## src/rtl/recv_pkg.sv

```systemverilog
// Shared link definitions for the Darwin3 west-port receive path.
package recv_pkg;

    localparam int unsigned LINK_DW    = 16;
    localparam logic [1:0]  TKEEP_FULL = 2'b11;

    typedef enum logic [0:0] {
        ST_IDLE = 1'b0,
        ST_HOLD = 1'b1
    } frame_state_e;

    typedef struct packed {
        logic               last;
        logic [LINK_DW-1:0] data;
    } link_word_t;

    localparam int unsigned WORD_W = $bits(link_word_t);

    // Counter width able to hold 0..n-1, never narrower than one bit.
    function automatic int unsigned cnt_width(input int unsigned n);
        return (n > 1) ? $clog2(n) : 1;
    endfunction

endpackage

```

## src/rtl/recv_rx_fifo.sv

```systemverilog
// Synchronous first-word-fall-through FIFO; dout reads zero while empty.
module rx_fifo
    import recv_pkg::*;
#(
    parameter int unsigned DEPTH = 16,
    parameter int unsigned WIDTH = WORD_W
) (
    input  logic             clk,
    input  logic             rst,
    input  logic             wr_en,
    input  logic [WIDTH-1:0] din,
    output logic             full,
    input  logic             rd_en,
    output logic [WIDTH-1:0] dout,
    output logic             empty
);

    localparam int unsigned AW = cnt_width(DEPTH);
    localparam int unsigned PW = AW + 1;

    logic [WIDTH-1:0] mem_q [DEPTH];
    logic [PW-1:0]    wr_ptr_q, wr_ptr_d;
    logic [PW-1:0]    rd_ptr_q, rd_ptr_d;
    logic             do_wr;
    logic             do_rd;

    // Extra pointer bit distinguishes full from empty when the indices match.
    always_comb begin
        empty    = (wr_ptr_q == rd_ptr_q);
        full     = (wr_ptr_q[AW] != rd_ptr_q[AW]) &&
                   (wr_ptr_q[AW-1:0] == rd_ptr_q[AW-1:0]);
        do_rd    = rd_en && !empty;
        do_wr    = wr_en && (!full || do_rd);
        wr_ptr_d = wr_ptr_q + PW'(do_wr);
        rd_ptr_d = rd_ptr_q + PW'(do_rd);
        dout     = empty ? '0 : mem_q[rd_ptr_q[AW-1:0]];
    end

    always_ff @(posedge clk) begin
        if (rst) begin
            wr_ptr_q <= '0;
            rd_ptr_q <= '0;
        end else begin
            wr_ptr_q <= wr_ptr_d;
            rd_ptr_q <= rd_ptr_d;
        end
    end

    // Storage needs no reset: the pointers define what is valid.
    always_ff @(posedge clk) begin
        if (do_wr) begin
            mem_q[wr_ptr_q[AW-1:0]] <= din;
        end
    end

endmodule

```

## src/rtl/recv.sv

```systemverilog
// Receive side of the west-port 2-phase REQ/ACK link: captures words, frames
// them by count or idle timeout, and streams them out as AXI4-Stream.
module recv
    import recv_pkg::*;
#(
    parameter int unsigned SYNC_STAGES  = 2,
    parameter int unsigned FIFO_DEPTH   = 16,
    parameter int unsigned FRAME_LEN    = 64,
    parameter int unsigned IDLE_TIMEOUT = 256
) (
    input  logic               clk,
    input  logic               rst,
    input  logic               RX_REQ,
    input  logic [LINK_DW-1:0] RX_DATA,
    output logic               RX_ACK,
    output logic [LINK_DW-1:0] M_AXIS_TDATA,
    output logic               M_AXIS_TVALID,
    input  logic               M_AXIS_TREADY,
    output logic [1:0]         M_AXIS_TKEEP,
    output logic               M_AXIS_TLAST,
    output logic               RECV_DONE
);

    localparam int unsigned BEAT_W = cnt_width(FRAME_LEN);
    localparam int unsigned IDLE_W = cnt_width(IDLE_TIMEOUT);
    localparam logic [BEAT_W-1:0] BEAT_LAST = BEAT_W'(FRAME_LEN - 1);
    localparam logic [IDLE_W-1:0] IDLE_LAST = IDLE_W'(IDLE_TIMEOUT - 1);

    logic [SYNC_STAGES-1:0] req_sync_q, req_sync_d;
    logic                   ack_q, ack_d;
    frame_state_e           state_q, state_d;
    logic [LINK_DW-1:0]     pend_q, pend_d;
    logic                   force_last_q, force_last_d;
    logic [BEAT_W-1:0]      beat_cnt_q, beat_cnt_d;
    logic [IDLE_W-1:0]      idle_cnt_q, idle_cnt_d;
    logic                   done_q, done_d;

    logic                   req_s;
    logic                   capture;
    logic                   fifo_wr;
    logic                   fifo_rd;
    logic                   fifo_full;
    logic                   fifo_empty;
    link_word_t             push_word;
    link_word_t             head_word;
    logic [WORD_W-1:0]      fifo_dout;

    // A forced-last word owns the next FIFO write, so capture pauses for it.
    always_comb begin
        req_sync_d = {req_sync_q[SYNC_STAGES-2:0], RX_REQ};
        req_s      = req_sync_q[SYNC_STAGES-1];
        capture    = (req_s != ack_q) && !fifo_full &&
                     !((state_q == ST_HOLD) && force_last_q);
        ack_d      = ack_q ^ capture;
    end

    // Framing: the held word is pushed only once its TLAST is known.
    always_comb begin
        state_d        = state_q;
        pend_d         = pend_q;
        force_last_d   = force_last_q;
        beat_cnt_d     = beat_cnt_q;
        idle_cnt_d     = idle_cnt_q;
        fifo_wr        = 1'b0;
        push_word.last = 1'b0;
        push_word.data = pend_q;

        case (state_q)
            ST_IDLE: begin
                idle_cnt_d = '0;
                if (capture) begin
                    if (beat_cnt_q == BEAT_LAST) begin
                        fifo_wr        = 1'b1;
                        push_word.last = 1'b1;
                        push_word.data = RX_DATA;
                        beat_cnt_d     = '0;
                    end else begin
                        pend_d     = RX_DATA;
                        beat_cnt_d = beat_cnt_q + BEAT_W'(1);
                        state_d    = ST_HOLD;
                    end
                end
            end
            ST_HOLD: begin
                if (force_last_q) begin
                    if (!fifo_full) begin
                        fifo_wr        = 1'b1;
                        push_word.last = 1'b1;
                        force_last_d   = 1'b0;
                        beat_cnt_d     = '0;
                        idle_cnt_d     = '0;
                        state_d        = ST_IDLE;
                    end
                end else if (capture) begin
                    fifo_wr    = 1'b1;
                    idle_cnt_d = '0;
                    pend_d     = RX_DATA;
                    if (beat_cnt_q == BEAT_LAST) begin
                        force_last_d = 1'b1;
                    end else begin
                        beat_cnt_d = beat_cnt_q + BEAT_W'(1);
                    end
                end else if (idle_cnt_q == IDLE_LAST) begin
                    // Timeout waits at its terminal count until the FIFO has room.
                    if (!fifo_full) begin
                        fifo_wr        = 1'b1;
                        push_word.last = 1'b1;
                        beat_cnt_d     = '0;
                        idle_cnt_d     = '0;
                        state_d        = ST_IDLE;
                    end
                end else begin
                    idle_cnt_d = idle_cnt_q + IDLE_W'(1);
                end
            end
            default: begin
                state_d = ST_IDLE;
            end
        endcase
    end

    always_comb begin
        head_word = link_word_t'(fifo_dout);
        fifo_rd   = !fifo_empty && M_AXIS_TREADY;
        done_d    = fifo_rd && head_word.last;
    end

    always_ff @(posedge clk) begin
        if (rst) begin
            req_sync_q   <= '0;
            ack_q        <= 1'b0;
            state_q      <= ST_IDLE;
            pend_q       <= '0;
            force_last_q <= 1'b0;
            beat_cnt_q   <= '0;
            idle_cnt_q   <= '0;
            done_q       <= 1'b0;
        end else begin
            req_sync_q   <= req_sync_d;
            ack_q        <= ack_d;
            state_q      <= state_d;
            pend_q       <= pend_d;
            force_last_q <= force_last_d;
            beat_cnt_q   <= beat_cnt_d;
            idle_cnt_q   <= idle_cnt_d;
            done_q       <= done_d;
        end
    end

    rx_fifo #(
        .DEPTH (FIFO_DEPTH),
        .WIDTH (WORD_W)
    ) u_rx_fifo (
        .clk   (clk),
        .rst   (rst),
        .wr_en (fifo_wr),
        .din   (push_word),
        .full  (fifo_full),
        .rd_en (fifo_rd),
        .dout  (fifo_dout),
        .empty (fifo_empty)
    );

    assign RX_ACK        = ack_q;
    assign M_AXIS_TDATA  = head_word.data;
    assign M_AXIS_TLAST  = head_word.last;
    assign M_AXIS_TVALID = !fifo_empty;
    assign M_AXIS_TKEEP  = TKEEP_FULL;
    assign RECV_DONE     = done_q;

endmodule

```

## config.mk

```make
export PLATFORM = sky130hd
export DESIGN_NAME = recv
export DESIGN_NICKNAME = d
export VERILOG_FILES = /design/src/rtl/recv_pkg.sv /design/src/rtl/recv_rx_fifo.sv /design/src/rtl/recv.sv
export SDC_FILE = /design/constraint.sdc
export NUM_CORES = 1
export LEC_CHECK = 0
export ABC_AREA = 1
export BUFFER_PORTS_ARGS = -buffer_cell sky130_fd_sc_hd__buf_2
export CAP_MARGIN = 5
export CELL_PAD_IN_SITES_DETAIL_PLACEMENT = 1
export CELL_PAD_IN_SITES_GLOBAL_PLACEMENT = 2
export CORE_MARGIN = 1
export CORE_UTILIZATION = 42
export CTS_CLUSTER_DIAMETER = 40
export DETAILED_ROUTE_END_ITERATION = 7
export PLACE_DENSITY_LB_ADDON = 0.1
export REMOVE_ABC_BUFFERS = 1
export SYNTH_ARGS = -nofsm -noshare
export SYNTH_HDL_FRONTEND = slang
export SYNTH_SLANG_ARGS = --single-unit
```

## constraint.sdc

```tcl
create_clock -name clk -period 2.99 [get_ports clk]
set_clock_uncertainty 0.15 [all_clocks]
set_input_delay 0.7475 -clock clk [delete_from_list [all_inputs] [get_ports clk]]
set_output_delay 0.7475 -clock clk [all_outputs]
set_load 0.02 [all_outputs]
```

==> flow_metrics.env <==
export IMPL_drv_cap=0
export IMPL_ant_nets=0
export IMPL_gp_congestion=0.789
export IMPL_clock_latency_ns=0.54
export IMPL_first_pass_iters=5
export IMPL_max_vdd_ir_drop_uv=448
export IMPL_port_buffers=39
export IMPL_drt_total_wl_mm=44.1
export IMPL_start_util_pct=42.8
export IMPL_yosys_warnings=0
export IMPL_power_density_nw_per_um2=796
export IMPL_fp_dieW_um=179
export IMPL_fill_cells=3131
export IMPL_ctsHoldBuffers=0
export IMPL_h_tree_depth=2
export IMPL_hp_class="flip-flop to flip-flop"
export IMPL_path_max_fanout=6
export IMPL_critical_path_max_stage_delay_ns=0.41
export IMPL_setup_slack_ns=-0.238
export IMPL_cts_buffer_depth=3
export IMPL_area_delta_synth_final_pct=30.7
export IMPL_crit_chain="buf_12, buf_8, nor2_1, nor2_1, o21ai_1, o21ai_1, o211ai_1, a31oi_2, buf_4, buf_6"
export IMPL_status="complete, but fails checks"
export IMPL_drc=0
export IMPL_finalHoldViolations=0
export IMPL_die_y_um=179
export IMPL_dp_hpwl_mm=24.3
export IMPL_layout_commonest_cell="edfxtp_1"
export IMPL_leakagePower_nw=6.28
export IMPL_ys_async_sr_fraction_pct=0
export IMPL_yosysSeqAreaShare_pct=69.2
export IMPL_reg2regPathDepth=17
export IMPL_cts_buffers=44
export IMPL_worstPathArrival_ns=2.33
export IMPL_setup_viol=18
export IMPL_core_area_um2=30700
export IMPL_wire_per_inst_um=25.5
export IMPL_layout_common_cells="272 x edfxtp_1, 219 x nor2_1, 118 x nand2_1, 111 x o21ai_0, 71 x buf_4"
export IMPL_r2r_end="u_rx_fifo.rd_ptr_q[4]"
export IMPL_clock_root_buffer="clkbuf_16"
export IMPL_synth_area_um2=13100
export IMPL_fin_crit_ns=3.23
export IMPL_synth_top_cell_area_share_pct=62.2
export IMPL_rsz0062_at_grt="true"
export IMPL_ys_seq_elements=318
export IMPL_min_to="req_sync_q[1]"
export IMPL_startpoint_type="flip-flop"
export IMPL_synth_ff_type="edfxtp_1"
export IMPL_clkTransAtPathRegs_ns=0.05
export IMPL_yosysTopAreaCell="edfxtp_1"
export IMPL_fmax_mhz=310
export IMPL_grt_pass1_wl_mm=61.6
export IMPL_slew_viol_final=0
export IMPL_cts_sinks=318
export IMPL_cp_slowest_cell="dfxtp_4"
export IMPL_row_count=64
export IMPL_required_ns=2.09
export IMPL_grt_use_total_pct=26.8
export IMPL_reg2reg_slack_ns=0.24
export IMPL_antenna_cells=0
export IMPL_worstHoldPathCells=2
export IMPL_drive_gt1_share_pct=26.4
export IMPL_final_nets=1323
export IMPL_tightest_slew_ns=1.04
export IMPL_placed_area_um2=14200
export IMPL_via_per_inst=5.67
export IMPL_antenna_found_initial=1
export IMPL_final_area_um2=17200
export IMPL_cts_tree="built"
export IMPL_ios=42
export IMPL_avgSynthCellArea_um2=11.3
export IMPL_timing_final_crit_share_pct=108
export IMPL_relSlewSlack_pct=30.7
export IMPL_grt_max_degree=40
export IMPL_violations="negative setup slack"
export IMPL_grt_pass1_vias=9757
export IMPL_drt_iter0_markers=769
export IMPL_vias=9792
export IMPL_path_class="flip-flop to output port"
export IMPL_crit_reg2reg_launch="u_rx_fifo.rd_ptr_q[0]"
export IMPL_gr_total_overflow=0
export IMPL_synth_cell_types=40
export IMPL_synth_edf_count=272
export IMPL_synth_cells=1158
export IMPL_pre_cts_ws_ns=0.138
export IMPL_die_area_um2=32000
export IMPL_tns_ns=-2.71
export IMPL_min_from="req_sync_q[0]"
export IMPL_synthTopCellsByArea="edfxtp_1 62%, nor2_1 7.1%, dfxtp_1 7.0%, o21ai_0 5.9%, nand2_1 3.7%"
export IMPL_end_kind="output port"
[cell usage after synthesis, drive strengths merged, types with 3 or more instances]
| library cell | number |
|---|---|
| o211ai | 17 |
| edfxtp | 272 |
| ha | 6 |
| o22ai | 33 |
| xnor2 | 3 |
| nand3 | 23 |
| o221ai | 18 |
| o21ai | 157 |
| nand4 | 6 |
| a31oi | 17 |
| inv | 53 |
| nand2 | 140 |
| clkbuf | 35 |
| buf | 33 |
| a21oi | 33 |
| nor3 | 3 |
| dfxtp | 46 |
| xor2 | 5 |
| nor2 | 253 |
[per-layer routing]
layer  wire length [µm]  global-route usage [%]
met5                  0                       0
met4               1220                    7.52
met3               2720                    4.54
met2              21500                    43.4
met1              18600                    37.0
[worst max-delay path by stage]
stage                     startpoint                     to  slack [ns]  cells past startpoint
2_1_floorplan  u_rx_fifo.rd_ptr_q[0]  u_rx_fifo.rd_ptr_q[4]       -3.68                     14
3_3_place_gp   u_rx_fifo.rd_ptr_q[0]        M_AXIS_TDATA[2]        0.17                      9
3_5_place_dp   u_rx_fifo.rd_ptr_q[1]  u_rx_fifo.wr_ptr_q[4]        0.14                     14
4_1_cts        u_rx_fifo.rd_ptr_q[0]        M_AXIS_TDATA[9]       -0.20                      8
5_1_grt        u_rx_fifo.rd_ptr_q[0]        M_AXIS_TDATA[4]       -0.33                      8
6_report       u_rx_fifo.rd_ptr_q[0]        M_AXIS_TDATA[9]       -0.24                     10
[cell families (layout without fill, tap and decap cells)]
| family | Yosys count | in the layout | share of synthesized area [%] |
|---|---|---|---|
| adders and majority gates | 6 | 6 | 0.571 |
| DFF | 318 | 318 | 69.2 |
| AOI/OAI and AO/OA | 277 | 277 | 12.1 |
| and+or+nand+nor | 426 | 427 | 13.4 |
| buffers and inverters | 122 | 294 | 4.20 |
| xor gates and xnor gates | 8 | 8 | 0.533 |
| other | 1 | 2 | 0.0285 |
[through the flow]
stage	utilization, %	hold slack [ns]	instances	power (mW)
2_1_floorplan	-	0.238	1091	6.47
3_3_place_gp	46.3	0.259	1596	7.48
3_5_place_dp	46.3	0.253	1596	7.53
4_1_cts	53.8	0.266	1701	13.3
5_1_grt	56.0	0.283	1728	14.1
6_report	56.0	0.262	1728	13.7
[worst max-delay path: cells and delay by family (launching register included)]
| family | cells | cell delay (ns) |
|---|---|---|
| buffers and inverters | 4 | 0.61 |
| and+or+nand+nor | 2 | 0.12 |
| DFF | 1 | 0.41 |
| AOI/OAI and AO/OA | 4 | 0.65 |
[report_power, final]
group          internal [mW]  switching, mW  leakage, nW  total (mW)
logic                   1.15           1.85         2.67        3.00
clock network           3.32           2.07        0.726        5.38
registers               5.22         0.0769         2.88        5.29
[repair_timing]
| action | in CTS | in global routing |
|---|---|---|
| endpoints found under the setup margin | 18 | 19 |
| pin swaps | 33 | 34 |
| resized for setup | 112 | 90 |
| setup buffers | 12 | 22 |
| cloned | 12 | 10 |
[final cells by class]
cell class	instances	area [µm²]	share of cell area, %
timing repair buffer	158	1840	10.7
tap	396	495	2.89
clock inverter	32	369	2.15
sequential	318	9100	53.0
multi-input combinational	720	3990	23.3
timing repair inverter	1	6.26	0.0364
inverter	54	225	1.31
clock buffer	49	1140	6.65
[registers in the layout (all words and copies together), names as in the netlist]
signal and count:
RECV_DONE 1, state_q 1, u_rx_fifo.rd_ptr_q 5, req_sync_q 2
force_last_q 1, beat_cnt_q 6, RX_ACK 1, u_rx_fifo.mem_q 272
idle_cnt_q 8, u_rx_fifo.wr_ptr_q 5, pend_q 16
(Power assumes the default switching activity.)
